--- src/rtl/cache_control_pkg.sv ---
// Shared cache access types plus the miss-handler state encoding.
package package_project_typedefs;

  typedef enum logic [2:0] {
    CACHE_NO_RD,
    CACHE_B_RD,
    CACHE_BU_RD,
    CACHE_H_RD,
    CACHE_HU_RD,
    CACHE_W_RD
  } CacheRdControl;

  typedef enum logic [1:0] {
    CACHE_NO_WR,
    CACHE_B_WR,
    CACHE_H_WR,
    CACHE_W_WR
  } CacheWrControl;

  typedef enum logic [2:0] {
    IDLE,
    RES_RD,
    WB_MEM,
    FILL_MEM,
    FILL_WR
  } CacheCtrlState;

  function automatic logic [31:0] sat_inc(input logic [31:0] v);
    return (v == 32'hFFFF_FFFF) ? v : v + 32'd1;
  endfunction

endpackage

--- src/rtl/cache_control_fill_merge.sv ---
// Per-byte merge of the fetched word with resident bytes of the same line.
module cache_fill_merge (
  input  logic        tag_hit,
  input  logic [3:0]  res_valid,
  input  logic [31:0] res_data,
  input  logic [31:0] mem_rdata,
  output logic [31:0] fill
);

  always_comb begin
    fill = mem_rdata;
    for (int i = 0; i < 4; i++) begin
      // resident bytes of the same line may be dirty, so they win over memory
      if (tag_hit && res_valid[i]) fill[i*8 +: 8] = res_data[i*8 +: 8];
    end
  end

endmodule

--- src/rtl/cache_control.sv ---
// Miss handler for the direct-mapped one-word-per-line data cache:
// stalls the pipeline, writes back foreign resident bytes, fetches and installs the word.
module cache_control
  import package_project_typedefs::*;
#(
  parameter  int CACHE_SIZE = 1024,
  localparam int IDX_W      = $clog2(CACHE_SIZE) - 2,
  localparam int TAG_W      = 32 - $clog2(CACHE_SIZE)
) (
  input  logic                clk,
  input  logic                reset,
  input  CacheRdControl       rd_type_in,
  input  CacheWrControl       wr_en_in,
  input  logic [31:0]         addr_in,
  input  logic [3:0]          cache_miss,
  input  logic [TAG_W-1:0]    miss_tag,
  input  logic [3:0]          valid_data,
  input  logic [31:0]         rd_data_out,
  output logic                cache_stall,
  output CacheRdControl       cache_rd_type,
  output CacheWrControl       cache_wr_en,
  output logic [31:0]         cache_addr,
  output logic [31:0]         cache_wr_data,
  output logic                mem_req,
  output logic                mem_we,
  output logic [31:0]         mem_addr,
  output logic [3:0]          mem_be,
  output logic [31:0]         mem_wdata,
  input  logic                mem_ready,
  input  logic [31:0]         mem_rdata,
  output logic [31:0]         miss_count
);

  CacheCtrlState     state, next_state;
  logic [31:0]       req_addr;
  logic [TAG_W-1:0]  res_tag;
  logic [3:0]        res_valid;
  logic              tag_hit;
  logic [31:0]       res_data;
  logic [31:0]       fill;
  logic [31:0]       merged;
  logic              active;
  logic              miss;
  logic              unused;

  assign unused      = ^addr_in[1:0];
  assign active      = (rd_type_in != CACHE_NO_RD) || (wr_en_in != CACHE_NO_WR);
  assign miss        = active && (|cache_miss);
  assign cache_stall = (state != IDLE) || miss;

  cache_fill_merge u_merge (
    .tag_hit   (tag_hit),
    .res_valid (res_valid),
    .res_data  (res_data),
    .mem_rdata (mem_rdata),
    .fill      (merged)
  );

  always_ff @(posedge clk or posedge reset) begin
    if (reset) begin
      state      <= IDLE;
      req_addr   <= '0;
      res_tag    <= '0;
      res_valid  <= '0;
      tag_hit    <= 1'b0;
      res_data   <= '0;
      fill       <= '0;
      miss_count <= '0;
    end else begin
      state <= next_state;
      // pipeline inputs are only looked at here; the rest of the service uses these copies
      if (state == IDLE && miss) begin
        req_addr  <= {addr_in[31:2], 2'b00};
        res_tag   <= miss_tag;
        res_valid <= valid_data;
        tag_hit   <= (miss_tag == addr_in[31:32-TAG_W]);
      end
      if (state == RES_RD) res_data <= rd_data_out;
      if (state == FILL_MEM && mem_ready) fill <= merged;
      if (state == FILL_WR) miss_count <= sat_inc(miss_count);
    end
  end

  always_comb begin
    next_state    = state;
    cache_rd_type = CACHE_NO_RD;
    cache_wr_en   = CACHE_NO_WR;
    cache_addr    = '0;
    cache_wr_data = '0;
    mem_req       = 1'b0;
    mem_we        = 1'b0;
    mem_addr      = '0;
    mem_be        = '0;
    mem_wdata     = '0;
    unique case (state)
      IDLE: begin
        if (miss) next_state = (valid_data != 4'h0) ? RES_RD : FILL_MEM;
      end
      RES_RD: begin
        cache_rd_type = CACHE_W_RD;
        cache_addr    = req_addr;
        next_state    = tag_hit ? FILL_MEM : WB_MEM;
      end
      WB_MEM: begin
        mem_req   = 1'b1;
        mem_we    = 1'b1;
        mem_addr  = {res_tag, req_addr[IDX_W+1:2], 2'b00};
        mem_be    = res_valid;
        mem_wdata = res_data;
        if (mem_ready) next_state = FILL_MEM;
      end
      FILL_MEM: begin
        mem_req  = 1'b1;
        mem_addr = req_addr;
        if (mem_ready) next_state = FILL_WR;
      end
      FILL_WR: begin
        cache_wr_en   = CACHE_W_WR;
        cache_addr    = req_addr;
        cache_wr_data = fill;
        next_state    = IDLE;
      end
      default: next_state = IDLE;
    endcase
  end

endmodule

--- config.mk ---
export PLATFORM = sky130hd
export DESIGN_NAME = cache_control
export DESIGN_NICKNAME = d
export VERILOG_FILES = /design/src/rtl/cache_control_pkg.sv /design/src/rtl/cache_control_fill_merge.sv /design/src/rtl/cache_control.sv
export SDC_FILE = /design/constraint.sdc
export NUM_CORES = 1
export LEC_CHECK = 0
export BUFFER_PORTS_ARGS = -buffer_cell sky130_fd_sc_hd__buf_2
export CAP_MARGIN = 5
export CELL_PAD_IN_SITES_DETAIL_PLACEMENT = 1
export CELL_PAD_IN_SITES_GLOBAL_PLACEMENT = 1
export CORE_ASPECT_RATIO = 0.5
export CORE_MARGIN = 4
export CORE_UTILIZATION = 35
export CTS_BUF_LIST = sky130_fd_sc_hd__clkbuf_4
export CTS_CLUSTER_SIZE = 25
export DETAILED_ROUTE_END_ITERATION = 12
export PLACE_DENSITY_LB_ADDON = 0.25
export RECOVER_POWER = 50
export SYNTH_ARGS = -nofsm -noshare
export SYNTH_HDL_FRONTEND = slang
export SYNTH_SLANG_ARGS = --single-unit
--- constraint.sdc ---
create_clock -name clk -period 4.8 [get_ports clk]
set_clock_uncertainty 0.15 [all_clocks]
set_input_delay 0.72 -clock clk [delete_from_list [all_inputs] [get_ports clk]]
set_output_delay 0.72 -clock clk [all_outputs]
set_load 0.01 [all_outputs]
==> results.tsv, run 1 <==
stage	metric	value	unit
setup_path	Max FO, Critical Path	47	
timing	worst setup margin	1.19	ns
power	overall power	5.25	mW
detailed_routing	post-DR vias/cell	4.81	
setup_path	nature of the critical path startpoint	flip-flop	
layout	Final Util	44.5	%
layout	most common library cell in the layout ignoring fill and taps	buf_2	
timing	min cycle time layout	3.61	ns
timing	Slew @ Worst Pin	3.09	ns
yosys	Ys Warns	0	
yosys	library cells used by synthesis	47	
clocking	clk sink count	156	
setup_path	delay-heaviest family, CP	buffers and inverters	
yosys	register area share after synthesis	49.3	%
setup_path	crit path cell chain	nand2b_1 -> buf_4 -> inv_2 -> nand3_1 -> clkbuf_1 -> o21ai_0	
setup_path	CP Class	flip-flop to flip-flop	
global_routing	initial antenna violation count	2	
layout	Multi-input gate area	0.00375	mm^2
layout	fillers	2563	
die	core area	0.0220	mm^2
power	Leak	5.08	nW
yosys	Netlist Area Pre-Place	0.00792	mm^2
detailed_routing	total number of vias	6263	
power	worst ir drop on vdd	283	uV
timing	Max Fclk	0.277	GHz
timing	setup violators final	0	
die	Vert. Die Dim	114	um
yosys	Synth Area per Inst	11.3	um^2
layout	most frequent cells in the layout	266 x buf_2, 155 x dfrtp_1, 76 x and2_1	
die	die area	0.0252	mm^2
global_routing	largest net degree at the start of global routing	55	
timing	final hold vios	0	
clocking	CTS H-tree depth	4	
clocking	Post-CTS Setup Bufs	0	
setup_path	CP arrival	3.85	ns
detailed_routing	initial drt markers	270	
setup_path	CP endpoint kind	flip-flop	
timing	RSZ-0062 raised after global routing	false	
clocking	CTS buffer count	17	
clocking	Clock transition at path regs	0.13	ns
place	RePlAce Congestion	0.808	
clocking	clk_lat worst skew	0.59	ns
place	Buffers on Ports	298	
detailed_routing	routed len/inst	18.4	um
power	power density over the cells	537	mW/mm^2
outcome	outcome	finished with violations	
place	Setup WS pre-CTS	1.66	ns
global_routing	grt ovf	0	
setup_path	CP required	5.04	ns
timing	Setup TNS Final	0	ns
layout	final net count	1128	
die	Die Wd	221	um
layout	Syn-to-layout area delta	23.4	%
global_routing	first-pass GRT wire length	37300	um
job	Max Cap Viol	4	
clocking	post_cts resized	0	
clocking	clock buffer depth	2	
setup_path	Worst path slowest cell	clkbuf_1	
detailed_routing	Initial DRT Pass Iterations	4	
timing	Rel. slew slack	-106	%
global_routing	gr usage total	19.0	%
detailed_routing	Routed Antenna Nets	0	
detailed_routing	Residual DRC	0	
clocking	hold buffer count at CTS	0	
global_routing	vias in the first global route	6821	
timing	Final Max Slew Viols	207	
yosys	Yosys reg bits	156	
die	Initial Util	36.1	%
place	DP Wirelength	17800	um
hold_path	HP Class	primary input to flip-flop	
setup_path	CP max stage delay	1.38	ns
timing	period utilization	75.2	%
clocking	CTS tree	done	
layout	FF+latch area	0.00391	mm^2
setup_path	CP bufs+invs	3	
die	# IOs	306	
die	Rows	38	
outcome	failing checks	capacitance limit, slew limit	
layout	share of cells above drive strength 1	39.1	%
timing	worst hold slack	0.192	ns
yosys	Post-Synthesis Cells	702	
detailed_routing	Detailed Route WL	23900	um
clocking	Root Driver	clkbuf_4	
[metrics by stage]
step / instances / area [um^2]
after floorplan: 706 / 7940
after global placement: 1274 / 9670
after detailed placement: 1274 / 9670
after CTS: 1302 / 9860
after global routing: 1303 / 9770
final: 1303 / 9770
[worst register-to-register path, stage by stage (launching register included)]
cell      delay [ns]
dfrtp_1         0.49
nand2b_1        0.11
buf_4           0.32
inv_2           0.15
nand3_1         0.48
clkbuf_1        1.39
o21ai_0         0.31
[flip-flops by register name, summed over array words and instances (netlist names)]
register,flops
fill,32
miss_count,32
req_addr,30
res_data,32
res_tag,22
res_valid,4
state,3
tag_hit,1
[synthesized netlist by cell type (all sizes together)]
cell type,number,area [um^2]
a211oi,2,27.5
a21oi,3,15.0
a311oi,1,8.76
a31oi,1,6.26
and2,78,490
and3,6,37.5
buf,24,175
clkbuf,17,63.8
conb,1,3.75
dfrtp,156,3900
ha,1,12.5
inv,7,26.3
mux2,89,1040
mux2i,55,551
nand2,50,188
nand2b,2,15.0
nand3,14,75.1
nand4,16,121
nand4b,1,23.8
nor2,43,161
nor2b,30,188
nor3,6,52.6
nor3b,2,25.0
nor4,4,25.0
o2111ai,1,15.0
o21ai,36,184
or3,2,12.5
or3b,1,8.76
or4,3,22.5
xnor2,35,307
xor2,15,131
[layer usage]
metal,track usage [%],wire (um)
met4,6.52,465
met1,22.9,9900
met3,4.61,1050
met5,0,14
met2,33.7,12500
[cell families (layout without fill, tap and decap cells)]
family	Yosys count	after routing	share of synthesized area, %
simple gates	258	258	18.3
flops	156	156	49.3
compound gates	44	44	3.24
other cells	1	6	0.0473
mux	144	144	20.1
buf+inv	48	344	3.35
xor+xnor	50	50	5.53
fa+ha+maj	1	1	0.158
[worst paths after layout]
kind / start / endpoint / slack (ns) / depth (start not counted)
setup / recovery: state[1] / fill[26] / 1.19 / 6
hold / removal: valid_data[0] / res_valid[0] / 0.19 / 2
setup reg to reg: state[1] / fill[26] / 1.19 / 6
hold reg to reg: fill[15] / fill[15] / 0.33 / 2
max in group asynchronous: reset / state[0] / 1.39 / 3
min in group asynchronous: reset / req_addr[9] / 1.04 / 3
[power breakdown]
group,total (mW),leakage [nW],internal [mW],switching [mW]
registers,2.24,1.93,1.85,0.389
clock network,0.674,0.118,0.214,0.460
logic,2.34,3.03,1.17,1.17
total,5.25,5.08,3.23,2.02
[area by class of cell]
class                           count  share of cell area, %
Multi-Input combinational cell    502                   38.4
Timing Repair Buffer              309                   15.5
Antenna cell                        1                 0.0256
Clock inverter                      6                  0.269
Clock buffer                       22                   1.69
Tap cell                          300                   3.84
Inverter                            7                  0.282
Sequential cell                   156                   40.0
Power figures use the tool's default switching activity.
==> run 2, diff against run 1 <==
CORE_UTILIZATION = 39   (was 35)
clock period = 3.6 ns   (was 4.8 ns; I/O delays follow)
==> run 2 against run 1 <==
The run now ends clean; highest routed layer is now met4; clock power increased by 69%; sequential power increased by 33%; utilization increased by 9.6 points; flip-flop and latch count unchanged; wire length increased by 10%; worst hold slack got worse by 0.14 ns.
==> results.tsv, run 2 (synthesized netlist as in run 1, its figures left out) <==
stage	metric	value	unit	change
die	Die Wd	210	um	-5.1%
layout	Non-Filler Instances	1357		+4.1%
power	P_sw	2.89	mW	+43%
timing	Rel. slew slack	5.11	%	+110 points
timing	min cycle time layout	3.34	ns	
setup_path	nature of the critical path startpoint	flip-flop		
clocking	post_cts resized	0		unchanged
global_routing	gr usage total	23.2	%	+4.1 points
hold_path	HP Class	primary input to flip-flop		
setup_path	worst-case reg-to-reg path depth	4		-2
timing	setup violators final	0		unchanged
power	sequential power share	40.0	%	-2.6 points
setup_path	Max FO, Critical Path	34		-28%
die	Rows	36		-5.3%
clocking	Clock transition at path regs	0.14	ns	about the same
die	# IOs	306		unchanged
detailed_routing	total number of vias	6696		+6.9%
layout	Syn-to-layout area delta	34.3	%	
setup_path	CP endpoint kind	output port		
timing	worst setup margin	0.265	ns	-0.926 ns
power	worst ir drop on vdd	402	uV	+42%
clocking	clk sink count	156		unchanged
place	RePlAce Congestion	0.814		+0.76%
power	Clock power frac	15.3	%	+2.5 points
layout	most frequent cells in the layout	264 x buf_2, 155 x dfrtp_1, 80 x dlygate4sd3_1		
global_routing	grt ovf	0		unchanged
setup_path	CP max stage delay	0.71	ns	-0.67 ns
setup_path	crit path cell chain	buf_4 -> nor3b_4 -> buf_4 -> buf_2		
detailed_routing	Residual DRC	0		unchanged
job	Max Cap Viol	0		-4
power	Pint	4.54	mW	+41%
setup_path	CP bufs+invs	3		unchanged
power	Leak	5.43	nW	+6.9%
power	power density over the cells	699	mW/mm^2	+30%
timing	period utilization	92.7	%	
setup_path	Critical R2R Capture	req_addr[16]		
setup_path	Worst path slowest cell	dfrtp_2		
layout	biggest regs	fill (32), miss_count (32), res_data (32)		
timing	Max Fclk	0.300	GHz	
place	Setup WS pre-CTS	0.847	ns	-0.812 ns
place	Inst Count DP	1242		-2.5%
layout	FF+latch area	0.00391	mm^2	unchanged
setup_path	CP Class	flip-flop to output port		
global_routing	vias in the first global route	7425		+8.9%
power	logic gate share of total power	44.6	%	about the same
setup_path	delay-heaviest family, CP	buffers and inverters		
detailed_routing	Initial DRT Pass Iterations	6		+2
global_routing	largest net degree at the start of global routing	47		-15%
layout	share of cells above drive strength 1	36.3	%	-2.8 points
layout	Multi-input gate area	0.00375	mm^2	about the same
timing	RSZ-0062 raised after global routing	false		
setup_path	CP arrival	2.65	ns	-1.20 ns
setup_path	Critical R2R Launch	state[0]		
layout	final net count	1210		+7.3%
die	Initial Util	40.2	%	+4.2 points
place	Buffers on Ports	298		unchanged
setup_path	FF-to-FF setup slack	0.32	ns	-0.87 ns
global_routing	first-pass GRT wire length	41200	um	+10%
setup_path	CP Capture Point	cache_rd_type[0]		
outcome	outcome	complete, no violations		
detailed_routing	post-DR vias/cell	4.93		+2.7%
detailed_routing	Routed Antenna Nets	0		unchanged
die	core area	0.0197	mm^2	-10%
power	sw frac	38.9	%	+0.37 points
timing	Final Max Slew Viols	0		-100%
detailed_routing	routed len/inst	19.4	um	+5.9%
clocking	CTS tree	done		
clocking	CTS H-tree depth	4		unchanged
layout	most common library cell in the layout ignoring fill and taps	buf_2		
timing	Setup TNS Final	0	ns	unchanged
clocking	CTS buffer count	17		unchanged
timing	final hold vios	0		unchanged
detailed_routing	initial drt markers	236		-13%
detailed_routing	Detailed Route WL	26400	um	+10%
setup_path	Top cell by count, worst path	buf_4		
timing	worst hold slack	0.0470	ns	-0.145 ns
global_routing	initial antenna violation count	2		unchanged
setup_path	CP required	2.91	ns	-2.13 ns
clocking	clk_lat worst skew	0.61	ns	+0.02 ns
clocking	clock buffer depth	2		unchanged
clocking	Root Driver	clkbuf_4		
die	Vert. Die Dim	109	um	-4.9%
die	die area	0.0228	mm^2	-9.7%
layout	fillers	2268		-12%
setup_path	worst setup path startpoint	state[0]		
setup_path	Crit. path cell count	4		-2
timing	Slew @ Worst Pin	1.42	ns	-1.67 ns
place	DP Wirelength	18200	um	+1.9%
[run 2: cell types whose count changed in the layout (fill, tap and decap cells not counted), moves of 2 or more]
cell | previous run | this run
clkinv_4 | 0 | 2
nor3b_1 | 2 | 0
mux2_4 | 10 | 7
clkinv_2 | 3 | 5
diode_2 | 1 | 3
clkbuf_4 | 22 | 17
mux2_1 | 9 | 12
buf_2 | 266 | 264
bufinv_16 | 0 | 3
dlygate4sd3_1 | 0 | 80
nor3b_4 | 0 | 2
clkbuf_2 | 0 | 3
[run 2: power groups by stage]
stage                     logic, mW  clock network [mW]  registers [mW]
after floorplan                2.27                   0            2.80
after global placement         3.20                   0            2.95
after detailed placement       3.30                   0            3.01
after CTS                      3.38                1.16            2.97
after global routing           3.61                1.25            3.08
final                          3.32                1.14            2.98
[run 2: area by class of cell]
class                      count  area share (%)
clock buffer                  17            1.20
antenna                        3          0.0706
clock inverter                15            1.46
multi-input combinational    502            35.3
sequential                   156            36.7
tap                          266            3.13
timing repair buffer         391            21.9
inverter                       7           0.259
[run 2: worst min path at each step]
stage | startpoint | end | slack (ns) | cells past startpoint
2_1_floorplan | fill[0] | fill[0] | 0.29 | 2
3_3_place_gp | fill[13] | fill[13] | 0.30 | 2
3_5_place_dp | fill[3] | fill[3] | 0.31 | 2
4_1_cts | addr_in[17] | req_addr[17] | 0.0001 | 2
5_1_grt | addr_in[23] | req_addr[23] | 0.002 | 2
6_report | miss_tag[16] | res_tag[16] | 0.05 | 2
[run 2: worst register-to-register path: cells and delay by family, from the launching register on]
kind          cells  cell delay (ns)
flops             1             0.71
simple gates      2             0.78
buf+inv           1             1.10
mux               1             0.45
[run 2: metal layers]
metal / wire, um / vias to the layer above / GRT usage [%]
met3: 1060 / 45 / 5.38
met4: 633 / 0 / 8.24
met1: 10600 / 3385 / 27.1
li1: - / 3108 / -
met5: 0 / - / 0
met2: 14100 / 158 / 42.4
[run 2: what timing repair did]
| item | in CTS | in global routing |
|---|---|---|
| endpoints found under the hold margin | 104 | 1 |
| buffers inserted | 0 | 0 |
| hold buffers | 79 | 1 |
[run 2: through the flow]
| stage | cell area (um^2) | util (%) | total power, mW |
|---|---|---|---|
| after global placement | 9680 | 49.2 | 6.15 |
| after global routing | 10600 | 54.0 | 7.95 |
| after floorplan | 7940 | - | 5.06 |
| after detailed placement | 9680 | 49.2 | 6.31 |
| final | 10600 | 54.0 | 7.43 |
| after CTS | 10800 | 54.6 | 7.51 |
==> run 3, diff against run 2 <==
BUFFER_PORTS_ARGS = unset   (was -buffer_cell sky130_fd_sc_hd__buf_2)
CORE_UTILIZATION = 45   (was 39)
DONT_BUFFER_PORTS = 1   (was unset)
HOLD_SLACK_MARGIN = 0.08   (was unset)
clock period = 4.3 ns   (was 3.6 ns; I/O delays follow)
==> run 3 against run 2 <==
The flow now finishes with violations (capacitance limit, slew limit); non-clock buffer count decreased by 290; combinational power down 33%; largest cell class unchanged; total power is 22% lower; wire length shrank 8.6%; via count down 16%; worst hold slack better by 0.091 ns; utilization grew 0.88 points; clock power decreased by 14%; sequential power down 14%; global-route usage grew 0.95 points; critical path depth unchanged.
==> results.tsv, run 3 (synthesized netlist as in run 1, its figures left out) <==
stage	metric	value	unit	change
outcome	outcome	finished with violations		
outcome	failing checks	capacitance limit, slew limit		
timing	setup violators final	0		unchanged
power	power density over the cells	624	mW/mm^2	-11%
detailed_routing	Routed Antenna Nets	0		unchanged
timing	Rel. slew slack	-43.6	%	-49 points
timing	period utilization	86.8	%	
clocking	clk_lat worst skew	0.56	ns	-0.05 ns
timing	worst setup margin	0.569	ns	+0.304 ns
place	Buffers on Ports	0		-100%
layout	most common library cell in the layout ignoring fill and taps	dfrtp_1		
timing	RSZ-0062 raised after global routing	false		
global_routing	largest net degree at the start of global routing	61		+30%
place	Inst Count DP	902		-27%
layout	most frequent cells in the layout	155 x dfrtp_1, 91 x dlygate4sd3_1, 76 x and2_1		
clocking	CTS H-tree depth	4		unchanged
die	Die Wd	196	um	-6.6%
hold_path	worst min-delay path startpoint	mem_rdata[19]		
timing	worst hold slack	0.138	ns	+0.0911 ns
setup_path	Critical R2R Launch	state[0]		
detailed_routing	initial drt markers	213		-9.7%
detailed_routing	post-DR vias/cell	5.48		+11%
setup_path	CP required	3.50	ns	+0.59 ns
clocking	CTS buffer count	17		unchanged
clocking	clk sink count	156		unchanged
detailed_routing	Residual DRC	0		unchanged
clocking	post_cts resized	0		unchanged
setup_path	worst setup path startpoint	state[0]		
clocking	Root Driver	clkbuf_4		
global_routing	gr usage total	24.1	%	+0.95 points
power	worst ir drop on vdd	313	uV	-22%
setup_path	CP arrival	2.94	ns	+0.29 ns
place	DP Wirelength	15700	um	-14%
place	Setup WS pre-CTS	1.25	ns	+0.403 ns
detailed_routing	Initial DRT Pass Iterations	4		-2
detailed_routing	Detailed Route WL	24100	um	-8.6%
layout	biggest regs	fill (32), miss_count (32), res_data (32)		
setup_path	FF-to-FF setup slack	1.02	ns	+0.70 ns
timing	Setup TNS Final	0	ns	unchanged
die	Initial Util	47.1	%	+6.9 points
place	RePlAce Congestion	0.782		-3.9%
clocking	clock buffer depth	2		unchanged
die	core area	0.0168	mm^2	-15%
setup_path	Worst path slowest cell	dfrtp_2		
setup_path	CP max stage delay	0.95	ns	+0.24 ns
clocking	CTS tree	done		
layout	Syn-to-layout area delta	16.5	%	
layout	Non-Filler Instances	1025		-24%
timing	Max Fclk	0.268	GHz	
place	Placed Area	0.00811	mm^2	-16%
die	Rows	33		-8.3%
power	Leak	4.21	nW	-22%
die	# IOs	306		unchanged
timing	final hold vios	0		unchanged
clocking	Clock transition at path regs	0.15	ns	about the same
setup_path	nature of the critical path startpoint	flip-flop		
global_routing	grt ovf	0		unchanged
die	die area	0.0199	mm^2	-13%
setup_path	CP endpoint kind	output port		
detailed_routing	routed len/inst	23.5	um	+21%
job	Max Cap Viol	2		+2
layout	share of cells above drive strength 1	15.5	%	-21 points
global_routing	vias in the first global route	6249		-16%
global_routing	initial antenna violation count	0		-2
timing	Slew @ Worst Pin	2.14	ns	+0.719 ns
setup_path	CP Class	flip-flop to output port		
timing	min cycle time layout	3.73	ns	
die	Vert. Die Dim	102	um	-6.4%
detailed_routing	total number of vias	5621		-16%
layout	ant diodes	0		-3
hold_path	HP Class	primary input to flip-flop		
layout	Finished Cell Area	0.00923	mm^2	-13%
global_routing	first-pass GRT wire length	37100	um	-10%
setup_path	Max FO, Critical Path	31		-8.8%
layout	final net count	920		-24%
timing	Final Max Slew Viols	74		+74
setup_path	crit path cell chain	nor3b_1 -> nor2_2 -> buf_4 -> nor2b_1		
## run 3: cell count changes in the layout (fill, tap and decap cells not counted), sizes merged
cell,previous run,this run
buf,272,7
clkbuf,56,24
dlygate4sd3,80,91
clkinv,11,6
diode,3,0
clkinvlp,2,3
## run 3: per-stage QoR
step                total power [mW]  util [%]
floorplan                       4.24         -
global placement                4.63      48.2
detailed placement              4.74      48.2
CTS                             5.78      55.4
global route                    6.13      54.9
finish                          5.76      54.9
## run 3: cell type report
class | instances | area (um^2)
Clock buffer | 21 | 158
Clock inverter | 11 | 145
Fill cell | 1750 | 7570
Inverter | 7 | 27.5
Multi-Input combinational cell | 502 | 3720
Sequential cell | 156 | 3910
Tap cell | 227 | 284
Timing Repair Buffer | 101 | 988
## run 3: report_power, final
part	internal [mW]	switching [mW]	total, mW	leakage (nW)
sequential	2.06	0.504	2.57	1.93
combinational	0.976	1.24	2.22	2.12
clock	0.428	0.550	0.978	0.161
total	3.47	2.30	5.76	4.21
## run 3: final timing paths
kind                                  endpoint  cells after the start
min in group asynchronous          res_data[2]                      2
worst max-delay path            cache_addr[13]                      4
worst min register to register        fill[29]                      2
worst max register to register    req_addr[22]                      4
worst min-delay path                  fill[19]                      2
max in group asynchronous         req_addr[14]                      3
## run 3: timing repair
item / CTS / global route
hold endpoints to repair: 132 / 1
hold buffers: 90 / 1
setup buffers: 0 / 0
endpoints found under the setup margin: 0 / 0
## run 3: worst max-delay path: cells and delay by family (launching register included)
kind	cells	cell delay, ns
buf+inv	1	0.34
flops	1	0.95
simple gates	3	1.09
## run 3: routing by layer
metal / up-vias / track usage (%) / part of all wire (%)
li1: 2544 / - / -
met2: 171 / 44.2 / 52
met1: 2866 / 27.4 / 39
met3: 40 / 7.84 / 6.6
met4: 0 / 7.45 / 2.2
met5: - / 0 / 0
